--- config.mk ---
export PLATFORM = sky130hd
export DESIGN_NAME = sync_fifo
export DESIGN_NICKNAME = d
export VERILOG_FILES = /design/src/rtl/sync_fifo.sv
export SDC_FILE = /design/constraint.sdc
export NUM_CORES = 1
export LEC_CHECK = 0
export ABC_CLOCK_PERIOD_IN_PS = 2200
export CORE_UTILIZATION = 55
export CTS_BUF_LIST = sky130_fd_sc_hd__clkbuf_4 sky130_fd_sc_hd__clkbuf_8
export CTS_CLUSTER_DIAMETER = 100
export DETAILED_ROUTE_END_ITERATION = 8
export PLACE_DENSITY = 0.82
export SYNTH_ARGS = -nofsm -noshare
export SYNTH_HDL_FRONTEND = slang
export SYNTH_SLANG_ARGS = --single-unit
--- constraint.sdc ---
create_clock -name clkIn -period 2.2 [get_ports clkIn]
set_input_delay 0.22 -clock clkIn [delete_from_list [all_inputs] [get_ports clkIn]]
set_output_delay 0.22 -clock clkIn [all_outputs]
set_load 0.02 [all_outputs]
--- src/rtl/sync_fifo.sv ---
// Single-clock first-word-fall-through FIFO with registered occupancy and threshold flags.
// Define SYNC_FIFO_ERR_CHK_EN to build in sticky overflow/underflow flags and their checks.
module sync_fifo #(
  parameter int DATA_W    = 8,
  parameter int DEPTH     = 4,
  parameter int AFULL_TH  = DEPTH - 1,
  parameter int AEMPTY_TH = 1
) (
  input  logic                     clkIn,
  input  logic                     rstNIn,
  input  logic                     wrEnIn,
  input  logic [DATA_W-1:0]        wrDataIn,
  output logic                     fullOut,
  output logic                     almostFullOut,
  input  logic                     rdEnIn,
  output logic [DATA_W-1:0]        rdDataOut,
  output logic                     emptyOut,
  output logic                     almostEmptyOut,
  output logic [$clog2(DEPTH):0]   countOut,
  output logic                     overflowOut,
  output logic                     underflowOut
);

  localparam int AW = $clog2(DEPTH);
  localparam int CW = AW + 1;

  logic [DATA_W-1:0] mem [DEPTH];

  logic [CW-1:0] wr_ptr_reg, wr_ptr_next;
  logic [CW-1:0] rd_ptr_reg, rd_ptr_next;
  logic [CW-1:0] count_reg, count_next;
  logic          full_reg, full_next;
  logic          empty_reg, empty_next;
  logic          afull_reg, afull_next;
  logic          aempty_reg, aempty_next;
  logic          wr_acc, rd_acc;

  // Acceptance looks only at registered status, so a read never frees room for a same-cycle write.
  assign wr_acc = wrEnIn && !full_reg;
  assign rd_acc = rdEnIn && !empty_reg;

  always_comb begin
    wr_ptr_next = wr_ptr_reg + CW'(wr_acc);
    rd_ptr_next = rd_ptr_reg + CW'(rd_acc);
    count_next  = wr_ptr_next - rd_ptr_next;
    full_next   = (wr_ptr_next[AW] != rd_ptr_next[AW]) &&
                  (wr_ptr_next[AW-1:0] == rd_ptr_next[AW-1:0]);
    empty_next  = (wr_ptr_next == rd_ptr_next);
    afull_next  = (count_next >= CW'(AFULL_TH));
    aempty_next = (count_next <= CW'(AEMPTY_TH));
  end

  always_ff @(posedge clkIn or negedge rstNIn) begin
    if (!rstNIn) begin
      wr_ptr_reg <= '0;
      rd_ptr_reg <= '0;
      count_reg  <= '0;
      full_reg   <= 1'b0;
      empty_reg  <= 1'b1;
      afull_reg  <= 1'b0;
      aempty_reg <= 1'b1;
    end else begin
      wr_ptr_reg <= wr_ptr_next;
      rd_ptr_reg <= rd_ptr_next;
      count_reg  <= count_next;
      full_reg   <= full_next;
      empty_reg  <= empty_next;
      afull_reg  <= afull_next;
      aempty_reg <= aempty_next;
    end
  end

  // Storage carries no reset; stale entries are hidden behind the empty gate on the read mux.
  always_ff @(posedge clkIn) begin
    if (wr_acc) begin
      mem[wr_ptr_reg[AW-1:0]] <= wrDataIn;
    end
  end

  assign rdDataOut      = empty_reg ? '0 : mem[rd_ptr_reg[AW-1:0]];
  assign fullOut        = full_reg;
  assign emptyOut       = empty_reg;
  assign almostFullOut  = afull_reg;
  assign almostEmptyOut = aempty_reg;
  assign countOut       = count_reg;

`ifdef SYNC_FIFO_ERR_CHK_EN
  logic overflow_reg, underflow_reg;

  always_ff @(posedge clkIn or negedge rstNIn) begin
    if (!rstNIn) begin
      overflow_reg  <= 1'b0;
      underflow_reg <= 1'b0;
    end else begin
      if (wrEnIn && full_reg)  overflow_reg  <= 1'b1;
      if (rdEnIn && empty_reg) underflow_reg <= 1'b1;
    end
  end

  assign overflowOut  = overflow_reg;
  assign underflowOut = underflow_reg;

`ifndef SYNTHESIS
  overflow_chk: assert property (@(posedge clkIn) disable iff (!rstNIn) !(wrEnIn && full_reg))
    else $warning("sync_fifo: write attempted while full");
  underflow_chk: assert property (@(posedge clkIn) disable iff (!rstNIn) !(rdEnIn && empty_reg))
    else $warning("sync_fifo: read attempted while empty");
`endif
`else
  assign overflowOut  = 1'b0;
  assign underflowOut = 1'b0;
`endif

endmodule
==> impl_metrics.env, run 1 <==
export IMPL_die_x_um=59.7
export IMPL_cts_sinks=45
export IMPL_drive_gt1_share_pct=24.8
export IMPL_period_minus_slack_ps=2090
export IMPL_vias=947
export IMPL_fin_util_pct=74.6
export IMPL_final_area_sq_mm=0.00231
export IMPL_cap_violations=0
export IMPL_hold_class="input pin to async pin"
export IMPL_setup_slack_ps=112
export IMPL_p_leak_nw=0.879
export IMPL_fin_skew_ps=12.6
export IMPL_setup_viol=0
export IMPL_syn_cell_area_sq_mm=0.00183
export IMPL_placed_cell_area_sq_mm=0.00219
export IMPL_end_kind="output pin"
export IMPL_grt_pass1_vias=1025
export IMPL_grt_max_degree=15
export IMPL_crit_type="register to output pin"
export IMPL_row_count=20
export IMPL_yosys_warnings=0
export IMPL_drc=0
export IMPL_htree_levels=2
export IMPL_ys_seq_area_share_pct=70.5
export IMPL_post_cts_buffers=0
export IMPL_powerDensity_mw_per_mm2=1640
export IMPL_crit_arrival_ps=1870
export IMPL_ctsRootBufferMaster="clkbuf_4"
export IMPL_max_slew_margin_pct=62.4
export IMPL_synth_seq_cells=45
export IMPL_peakVddDrop_mv=1.35
export IMPL_antenna_left=0
export IMPL_syn_instance_count=101
export IMPL_io_pin_count=29
export IMPL_worst_pin_slew_ps=562
export IMPL_vias_per_cell=5.12
export IMPL_place_gp_congestion=0.845
export IMPL_max_freq_ghz=0.479
export IMPL_cp_max_fo=4
export IMPL_netlist_cell_type_count=25
export IMPL_grt_pass1_wl_um=4730
export IMPL_grt_antenna_before_repair=0
export IMPL_critPathLaunchType="register"
export IMPL_diodes=0
export IMPL_period_share_pct=94.9
export IMPL_die_area_sq_mm=0.00356
export IMPL_instances_no_fill=185
export IMPL_hold_viol=0
export IMPL_clk_pin_slew_worst_paths_ps=130
export IMPL_synth_edff_count=32
export IMPL_nFillCells=196
export IMPL_grt_usage_pct=19.9
export IMPL_port_buffers=26
export IMPL_cts_buffers=5
export IMPL_fp_dieH_um=59.7
export IMPL_synth_top_area_share_pct=52.6
export IMPL_outcome="finished, final reports clean"
export IMPL_synth_top_cell_by_area="edfxtp_1"
export IMPL_place_ws_ps=-67.6
export IMPL_gr_total_overflow=0
export IMPL_firstDrtPassIters=4
export IMPL_areaGrowthSynthToFinish_pct=26.6
export IMPL_cts_tree="built"
export IMPL_synthFlopType="edfxtp_1"
export IMPL_ys_top_cells_by_area="edfxtp_1 53%, dfrtp_1 15%, mux4_2 9.9%, nor2b_1 4.8%, ha_1 3.4%"
export IMPL_initial_utilization_pct=58.9
export IMPL_synth_avg_cell_area_sq_um=18.1
export IMPL_nets=157
export IMPL_async_reset_ff_share_pct=28.9
export IMPL_dp_cells=177
export IMPL_largest_register_ffs=32
export IMPL_drt_initial_drc_count=30
export IMPL_core_sq_mm=0.00310
export IMPL_wl_um=3010
export IMPL_clk_latency_ps=360
export IMPL_cts_path_max_buffers=2
export IMPL_dp_hpwl_um=2010
export IMPL_ctsHoldBuffers=0
export IMPL_route_detailed_wl_per_inst_um=16.2
export IMPL_slew_violations=0
export IMPL_crit_required_ps=1980
export IMPL_totalPowerFinal_mw=3.80
## Yosys cell counts, drive strengths merged (2+ instances only)
master,number
nor3,2
xnor2,2
edfxtp,32
xor2,4
buf,3
ha,5
inv,4
nand2,2
dfstp,2
dfrtp,11
mux4,8
a21oi,2
nor2b,14
## where the power goes
part	internal, mW	switching (mW)
clock network	0.270	0.261
logic	0.993	0.974
registers	1.18	0.124
total	2.44	1.36
## cell usage in the layout, fill, tap and decap left out, types with 2 or more instances in the layout
cell type	Yosys	final
xor2_2	3	4
clkdlybuf4s50_1	0	18
buf_6	0	2
dfrtp_1	11	11
ha_1	5	4
nor2b_1	14	14
edfxtp_1	32	32
dlygate4sd2_1	0	5
inv_1	4	4
clkdlybuf4s15_1	0	3
buf_4	2	7
nand2_1	2	2
mux4_2	8	8
clkbuf_4	0	5
dfstp_2	2	2
conb_1	1	2
a21oi_1	2	2
## path summary, 6_finish.rpt
| check | from | to | slack [ps] | cells after the start |
|---|---|---|---|---|
| min | rstNIn | rd_ptr_reg[1]$_DFF_PN0_ | 200 | 1 |
| min in group clkIn | wrDataIn[2] | mem[3][2]$_DFFE_PP_ | 500 | 1 |
| max reg2reg | emptyOut$_DFF_PN1_ | almostFullOut$_DFF_PN0_ | 140 | 8 |
| min reg2reg | rd_ptr_reg[2]$_DFF_PN0_ | rd_ptr_reg[2]$_DFF_PN0_ | 510 | 1 |
| max in group asynchronous | rstNIn | emptyOut$_DFF_PN1_ | 1620 | 1 |
| max | rd_ptr_reg[0]$_DFF_PN0_ | rdDataOut[3] | 110 | 4 |
## through the flow
| stage | TNS, ps | hold WS, ps |
|---|---|---|
| 6_report | 0 | 204 |
| 5_1_grt | -2.34 | 230 |
| 4_1_cts | 0 | 213 |
| 3_5_place_dp | -67.6 | 496 |
| 3_3_place_gp | -5.67 | 492 |
| 2_1_floorplan | 0 | -75.6 |
## area by class of cell
| cell class | count | area (sq um) | share of cell area [%] |
|---|---|---|---|
| sequential | 45 | 1290 | 55.7 |
| multi-input combinational | 49 | 537 | 23.2 |
| timing repair buffer | 35 | 329 | 14.2 |
| tap | 44 | 55.1 | 2.38 |
| clock buffer | 6 | 51.3 | 2.22 |
| clock inverter | 2 | 37.5 | 1.62 |
| inverter | 4 | 15.0 | 0.649 |
## worst max-delay path: stages, from the launching register on
cell and delay (ps):
dfrtp_1 420, buf_6 150, mux4_2 480, nor2b_1 140, dlygate4sd2_1 320
## timing repair
action | in CTS | in global routing
pin swaps | 0 | 2
resized for setup | 8 | 9
setup endpoints to repair | 8 | 5
## per-layer routing
| metal | wire [um] | GRT usage (%) | part of all wire [%] | up-vias |
|---|---|---|---|---|
| met1 | 1220 | 23.9 | 41 | 474 |
| li1 | - | - | - | 441 |
| met4 | 56 | 10.3 | 1.9 | 0 |
| met3 | 126 | 6.49 | 4.2 | 6 |
| met5 | 0 | 0 | 0 | - |
| met2 | 1600 | 32.1 | 53 | 26 |
## logic make-up after synthesis
family / share of synthesized area [%]
DFF: 70.5
and+or+nand+nor: 7.87
muxes: 11.2
buffers and inverters: 2.12
xor gates and xnor gates: 4.11
adders and majority gates: 3.42
AOI/OAI and AO/OA: 0.548
other: 0.205
(Power assumes the default switching activity.)
==> inputs of run 2 (changes only) <==
CORE_UTILIZATION = 27   (was 55)
PLACE_DENSITY = unset   (was 0.82)
SLEW_MARGIN = 20   (was unset)
==> impl_metrics.env, run 2 (synthesis gave the netlist of run 1 again) <==
export IMPL_outcome="complete, but fails checks"
export IMPL_violations="design-rule violations"
export IMPL_cts_sinks=45
export IMPL_crit_arrival_ps=2210
export IMPL_ctsRootBufferMaster="clkbuf_8"
export IMPL_crit_type="input pin to register"
export IMPL_clkPwrFrac_pct=16.0
export IMPL_drive_gt1_share_pct=22.5
export IMPL_cts_buffers=5
export IMPL_hold_class="input pin to async pin"
export IMPL_critPathLaunchType="input pin"
export IMPL_max_slew_margin_pct=61.2
export IMPL_peakVddDrop_mv=1.33
export IMPL_nFillCells=615
export IMPL_p_leak_nw=0.881
export IMPL_combPwrFrac_pct=49.3
export IMPL_route_detailed_wl_per_inst_um=15.0
export IMPL_htree_levels=2
export IMPL_crit_top_cell="ha_1"
export IMPL_slew_violations=0
export IMPL_vias=936
export IMPL_place_ws_ps=-187
export IMPL_rsz0062_at_grt="false"
export IMPL_grt_pass1_vias=1002
export IMPL_drt_initial_drc_count=23
export IMPL_dp_hpwl_um=2250
export IMPL_vias_per_cell=4.35
export IMPL_crit_slowest_cell="clkdlybuf4s50_1"
export IMPL_hold_viol=0
export IMPL_crit_required_ps=2370
export IMPL_ff2ff_path_depth=8
export IMPL_totalPowerFinal_mw=3.79
export IMPL_powerDensity_mw_per_mm2=1610
export IMPL_dp_cells=207
export IMPL_diodes=0
export IMPL_drc=6
export IMPL_critPathMaxStageDelay_ps=390
export IMPL_crit_chain="clkdlybuf4s50_1, nor2b_2, and2_1, ha_1, xnor2_2, ha_1, nor2b_1, nor3_1, mux2i_1"
export IMPL_clk_latency_ps=290
export IMPL_instances_no_fill=215
export IMPL_swShare_pct=34.9
export IMPL_io_pin_count=29
export IMPL_antenna_left=0
export IMPL_end_kind="register"
export IMPL_grt_antenna_before_repair=0
export IMPL_cap_violations=0
export IMPL_die_area_sq_mm=0.00710
export IMPL_setup_slack_ps=164
export IMPL_core_sq_mm=0.00646
export IMPL_grt_usage_pct=10.0
export IMPL_ctsHoldBuffers=0
export IMPL_nets=154
export IMPL_row_count=29
export IMPL_layout_common_cells="32 x edfxtp_1, 18 x clkdlybuf4s50_1, 13 x nor2b_1, 11 x dfrtp_1"
export IMPL_fin_skew_ps=5.27
export IMPL_cp_max_fo=4
export IMPL_gr_total_overflow=0
export IMPL_firstDrtPassIters=8
export IMPL_post_cts_buffers=0
export IMPL_grt_max_degree=14
export IMPL_die_x_um=84.3
export IMPL_setup_viol=0
export IMPL_hold_slack_ps=297
export IMPL_p_sw_mw=1.32
export IMPL_initial_utilization_pct=28.3
export IMPL_place_gp_congestion=0.747
export IMPL_clk_pin_slew_worst_paths_ps=80
export IMPL_largest_register_ffs=32
export IMPL_pwr_share_seq_pct=34.7
export IMPL_max_freq_ghz=0.491
export IMPL_intPower_mw=2.47
export IMPL_port_buffers=26
export IMPL_areaGrowthSynthToFinish_pct=28.7
export IMPL_period_minus_slack_ps=2040
export IMPL_path_delay_family="adder cells"
export IMPL_wl_um=3230
export IMPL_worst_pin_slew_ps=580
export IMPL_path_depth=9
export IMPL_final_common_cell="edfxtp_1"
export IMPL_grt_pass1_wl_um=5230
export IMPL_cts_tree="built"
export IMPL_r2r_start="fullOut$_DFF_PN0_"
export IMPL_critical_path_startpoint="wrEnIn"
export IMPL_cts_path_max_buffers=2
export IMPL_period_share_pct=92.5
export IMPL_fp_dieH_um=84.3
export IMPL_worst_path_buf_inv=1
[run 2: changes by cell type in the layout (fill, tap and decap cells not counted), sizes merged]
cell           change
buf                -3
clkdlybuf4s15      -3
clkinv             +1
clkinvlp           -1
dlygate4sd2        +3
[run 2: layout make-up]
class | instances | area (sq um) | share of cell area, %
Multi-Input combinational cell | 49 | 534 | 22.7
Sequential cell | 45 | 1290 | 54.8
Tap cell | 77 | 96.3 | 4.10
Inverter | 4 | 15.0 | 0.638
Clock inverter | 2 | 33.8 | 1.44
Timing Repair Buffer | 32 | 308 | 13.1
Clock buffer | 6 | 76.3 | 3.24
[run 2: worst reg2reg max path, stage by stage (launching register included)]
cell     delay (ps)
dfrtp_1         400
nor2b_2         150
and2_1          160
ha_1            300
xnor2_2         180
ha_1            350
nor2b_1         170
nor3_1          130
mux2i_1          90
[run 2: final timing paths]
path	end	slack (ps)
max	almostFullOut$_DFF_PN0_	160
min	almostFullOut$_DFF_PN0_	300
max reg2reg	almostFullOut$_DFF_PN0_	170
min reg2reg	rd_ptr_reg[2]$_DFF_PN0_	500
max in group asynchronous	countOut[0]$_DFF_PN0_	1520
min in group clkIn	rd_ptr_reg[2]$_DFF_PN0_	500
[run 2: routing by layer]
metal	vias to the layer above	share of wire, %	global-route usage, %
li1	434	-	-
met1	472	44	12.4
met2	27	50	16.6
met3	3	5.0	2.85
met4	0	0.87	4.08
met5	-	0	0
[run 2: repair_timing]
item / in CTS / in global routing
gates resized for setup: 8 / 4
gates cloned: 0 / 0
endpoints found under the setup margin: 8 / 1
[run 2: through the flow]
step | setup TNS (ps) | utilization, % | cell area [sq um]
floorplan | 0 | - | 1830
global placement | -60.0 | 34.4 | 2220
detailed placement | -270 | 34.4 | 2220
CTS | 0 | 36.0 | 2320
global route | 0 | 36.4 | 2350
finish | 0 | 36.4 | 2350
[run 2: power groups by stage]
stage               combinational [mW]  sequential (mW)  clock, mW
global route                      2.04             1.34      0.661
detailed placement                1.91             1.32          0
global placement                  1.86             1.31          0
CTS                               1.84             1.31      0.623
floorplan                         1.20             1.34          0
finish                            1.87             1.31      0.607
==> edit 1 (flow settings as in run 1) <==
Register the output `countOut` once more, cleared by the reset; this adds one clock of latency there. The other outputs are not delayed to match.
--- a/src/rtl/sync_fifo.sv
+++ b/src/rtl/sync_fifo.sv
@@ -83,5 +83,11 @@
   assign almostFullOut  = afull_reg;
   assign almostEmptyOut = aempty_reg;
-  assign countOut       = count_reg;
+  always_ff @(posedge clkIn or negedge rstNIn) begin
+    if (!rstNIn) begin
+      countOut <= '0;
+    end else begin
+      countOut <= count_reg;
+    end
+  end
 
 `ifdef SYNC_FIFO_ERR_CHK_EN
Behaviour: not the same (a bounded check fails within 4 cycles, from zero or initial values and one cycle with rstNIn low).
==> edit 1 against run 1 <==
  * Critical path depth unchanged
  * Routed wire length increased by 3.1%
  * Final area increased by 1.8%
  * Worst setup slack improved by 0.012 ns
  * Sequential cell count rose by 3
  * Total power down 0.41%
  * Non-clock buffer count stayed put
  * Area after synthesis grew 4.1%
  * Highest routed layer unchanged
==> edit 1: results (changes against run 1) <==
First-pass GRT wire length = 4970 µm (was 4730 µm)
Placed cell count = 180 (was 177)
Final WL = 3100 µm (was 3010 µm)
Synth cell count leaders = edfxtp_1, dfrtp_1, nor2b_1 (was edfxtp_1, nor2b_1, dfrtp_1)
DP Area = 0.00227 mm² (was 0.00219 mm²)
CP max FO = 5 (was 4)
Number of vias per cell = 5.08 (was 5.12)
Async S/R FF share, synth = 0.333 (was 0.289)
Detailed Route Iter0 Violations = 31 (was 30)
Routability cong. = 0.793 (was 0.845)
Layout cell share with drive strength beyond 1 = 0.229 (was 0.248)
Maximum resistive drop on vdd = 1400 µV (was 1350 µV)
Nets = 160 (was 157)
Flop pwr share = 0.367 (was 0.342)
Seq/total area = 0.579 (was 0.557)
Gate power share = 0.499 (was 0.518)
Run status = complete, no violations (unchanged)
Crit path to = rdDataOut[4] (was rdDataOut[3])
Tightest Pin Transition = 0.698 ns (was 0.562 ns)
Area of the multi-input gates = 524 µm² (was 537 µm²)
Post-synthesis instance area = 0.00190 mm² (was 0.00183 mm²)
Via count = 955 (was 947)
Place WS = -0.163 ns (was -0.0676 ns)
Detailed placer's ending HPWL = 2170 µm (was 2010 µm)
Worst Clk Skew = 0.00806 ns (was 0.0126 ns)
Fraction of area in multi-input gates = 0.223 (was 0.232)
Synthesized instance count = 104 (was 101)
Main area contributors after synthesis = edfxtp_1, dfrtp_1, mux4_2, nor2b_1, ha_1 (unchanged)
==> edit 1: cell count changes after synthesis, sizes merged <==
cell	run 1	this run
dfrtp	11	14
==> edit 1: layer usage <==
layer  global-route usage  up-vias  part of all wire
li1                     -      450                 -
met1                0.241      481              0.42
met2                0.356       22              0.54
met3               0.0661        2             0.033
met4               0.0779        0            0.0077
met5                    0        -                 0
==> edit 1: logic make-up after synthesis <==
logic type | after synthesis | synth area share
AOI/OAI and AO/OA | 2 | 0.00526
DFF | 48 | 0.717
muxes | 10 | 0.108
other | 1 | 0.00197
and+or+nand+nor | 24 | 0.0756
xor gates and xnor gates | 6 | 0.0395
adders and majority gates | 5 | 0.0329
buffers and inverters | 8 | 0.0204
==> edit 1: what timing repair did <==
item | in CTS | in global routing
hold buffers | 0 | 0
endpoints found under the setup margin | 8 | 1
gates resized for setup | 8 | 2
==> edit 2 (config.mk and constraints of run 1) <==
Without the edit above. Set the parameter `DEPTH` to 8 (it was 4).
--- a/src/rtl/sync_fifo.sv
+++ b/src/rtl/sync_fifo.sv
@@ -3,5 +3,5 @@
 module sync_fifo #(
   parameter int DATA_W    = 8,
-  parameter int DEPTH     = 4,
+  parameter int DEPTH     = 8,
   parameter int AFULL_TH  = DEPTH - 1,
   parameter int AEMPTY_TH = 1
Interface: changed (resized countOut); port bits go from 29 to 30. No check against the original RTL was run, so the function may have changed too.
==> edit 2 against run 1 <==
  * Cell count grew 59%
  * Area after synthesis grew 78%
  * Total power grew 63%
  * Sequential cell count grew 35
  * Final area grew 72%
  * Worst setup slack lost 0.10 ns
  * Routed wire length grew 100%
  * Sequential share of layout area grew 2.9 points
  * Largest cell class unchanged
  * Largest power group unchanged
  * Highest routed layer unchanged
==> edit 2: results (changes against run 1) <==
H-tree Lvls = 3 (was 2)
Crit-path leading delay family = adder cells (was multiplexers)
First-pass GRT wire length = 9610 µm (was 4730 µm)
Clk buf depth = 2 (unchanged)
Syn_area_per_cell = 19.2 µm² (was 18.1 µm²)
Met2 Use GR = 0.378 (was 0.321)
Synth Flop Type = edfxtp_1 (unchanged)
Arr. time, crit path = 2.43 ns (was 1.87 ns)
Crit path to = almostFullOut (was rdDataOut[3])
Reg2reg path depth = 9 (was 8)
Routability cong. = 0.805 (was 0.845)
M3 GR Usage = 0.0425 (was 0.0649)
Post-synthesis sequential area ratio = 0.715 (was 0.705)
Detailed placer's ending HPWL = 3850 µm (was 2010 µm)
Run status = complete, no violations (unchanged)
Reg2reg start = emptyOut (unchanged)
CTS buffer count = 9 (was 5)
Via count = 1619 (was 947)
Initial antenna violation count = 0 (unchanged)
CP startpoint kind = register (unchanged)
Minimum clock period after layout = 2.19 ns (was 2.09 ns)
Fill cells = 352 (was 196)
Final WL = 6080 µm (was 3010 µm)
Port bufs = 27 (was 26)
Post-route non-filler standard cell count = 295 (was 185)
Number of global-route vias before repair = 1819 (was 1025)
Inserted Diodes = 0 (unchanged)
DRT Pass-1 Iters = 4 (unchanged)
Post-synth EDFFs = 64 (was 32)
Detailed Route Iter0 Violations = 115 (was 30)
Global-route usage over all layers = 0.228 (was 0.199)
Placed cell count = 277 (was 177)
CP max FO = 3 (was 4)
Pleak = 1.45 nW (was 0.879 nW)
Async S/R FF share, synth = 0.200 (was 0.289)
Clock Latency Late Sink = 0.34 ns (was 0.36 ns)
Layout cell share with drive strength beyond 1 = 0.345 (was 0.248)
Nets = 237 (was 157)
CTS Root Cell = clkbuf_8 (was clkbuf_4)
Met1 usage = 0.272 (was 0.239)
Crit-path max cell delay = 0.54 ns (was 0.48 ns)
Distinct cells, synth = 29 (was 25)
Main area contributors after synthesis = edfxtp_1, mux4_2, dfrtp_1, mux2i_1, ha_1 (was edfxtp_1, dfrtp_1, mux4_2, nor2b_1, ha_1)
Tightest Pin Transition = 0.727 ns (was 0.562 ns)
Largest net degree at the start of global routing = 18 (was 15)
Place WS = -0.334 ns (was -0.0676 ns)
Maximum resistive drop on vdd = 1240 µV (was 1350 µV)
CTS clk-pin slew, worst paths = 0.08 ns (was 0.13 ns)
Worst Clk Skew = 0.0113 ns (was 0.0126 ns)
Largest register FFs = 64 (was 32)
Hold Crit Class = in -> async (unchanged)
Synth cell count leaders = edfxtp_1, mux4_2, nor2_1 (was edfxtp_1, nor2b_1, dfrtp_1)
Count of warnings emitted by yosys = 0 (unchanged)
GRT overflow = 0 (unchanged)
Worst R2R Setup Slack = 0.007 ns (was 0.14 ns)
CP max stage cell = dfstp_2 (was mux4_2)
-- edit 2: cell count changes in the layout (fill, tap and decap cells not counted), moves of 8 or more --
cell	before	now
nor2_1	1	16
nor2b_1	14	0
clkbuf_8	1	9
edfxtp_1	32	64
mux4_2	8	16
buf_4	7	15
-- edit 2: kinds of logic (layout without fill, tap and decap cells) --
group,after synthesis,after routing,synth area share
compound gates,2,2,0.00423
xor+xnor,8,8,0.0400
fa+ha+maj,8,8,0.0327
buf+inv,16,69,0.0266
flops,80,80,0.715
mux,24,24,0.135
other cells,1,2,0.00115
simple gates,30,30,0.0446
-- edit 2: area by class of cell --
| type | count | share of cell area |
|---|---|---|
| Timing Repair Buffer | 45 | 0.104 |
| Tap cell | 72 | 0.0227 |
| Sequential cell | 80 | 0.586 |
| Multi-Input combinational cell | 74 | 0.224 |
| Clock buffer | 9 | 0.0312 |
| Clock inverter | 7 | 0.0240 |
| Inverter | 8 | 0.00820 |
-- edit 2: worst register-to-register path, stage by stage, from the launching register on --
cell and delay (ns):
dfstp_2 0.54, nor2b_2 0.04, ha_2 0.19, ha_4 0.28, inv_4 0.05, ha_4 0.26, a21oi_2 0.05, maj3_2 0.33
xnor2_2 0.15, a31o_1 0.20
-- edit 2: per-stage QoR --
step | util | area, µm² | hold slack (ns)
5_1_grt | 0.708 | 3970 | 0.341
6_report | 0.708 | 3970 | 0.304
2_1_floorplan | - | 3300 | -0.0756
3_5_place_dp | 0.666 | 3740 | 0.561
3_3_place_gp | 0.666 | 3740 | 0.541
4_1_cts | 0.713 | 4000 | 0.307
-- edit 2: layer usage --
layer  wire length [µm]  vias to the layer above  part of all wire
li1                   -                      731                 -
met5                  0                        -                 0
met1               2400                      813              0.39
met4                252                        0             0.041
met3                233                       19             0.038
met2               3190                       56              0.53
-- edit 2: how the worst min path moves through the flow --
stage                        startpoint       endpoint  slack, ns  cells past startpoint
after floorplan                  rstNIn  almostFullOut      -0.08                      0
after global placement    wr_ptr_reg[0]  wr_ptr_reg[0]       0.54                      1
after detailed placement  wr_ptr_reg[0]  wr_ptr_reg[0]       0.56                      1
after CTS                        rstNIn        fullOut       0.31                      1
after global routing             rstNIn  wr_ptr_reg[3]       0.34                      1
final                            rstNIn  wr_ptr_reg[3]       0.30                      1
-- edit 2: timing repair --
item,4_1_cts,5_1_grt
hold endpoints to repair,0,0
endpoints found under the setup margin,9,10
pin swaps,1,4
gates cloned,1,0
resized for setup,21,12
setup buffers,0,1
-- edit 2: report_power, final --
part	switching [mW]	internal (mW)	total, mW
Combinational	1.45	1.41	2.87
Clock	0.519	0.640	1.16
Sequential	0.162	1.98	2.15
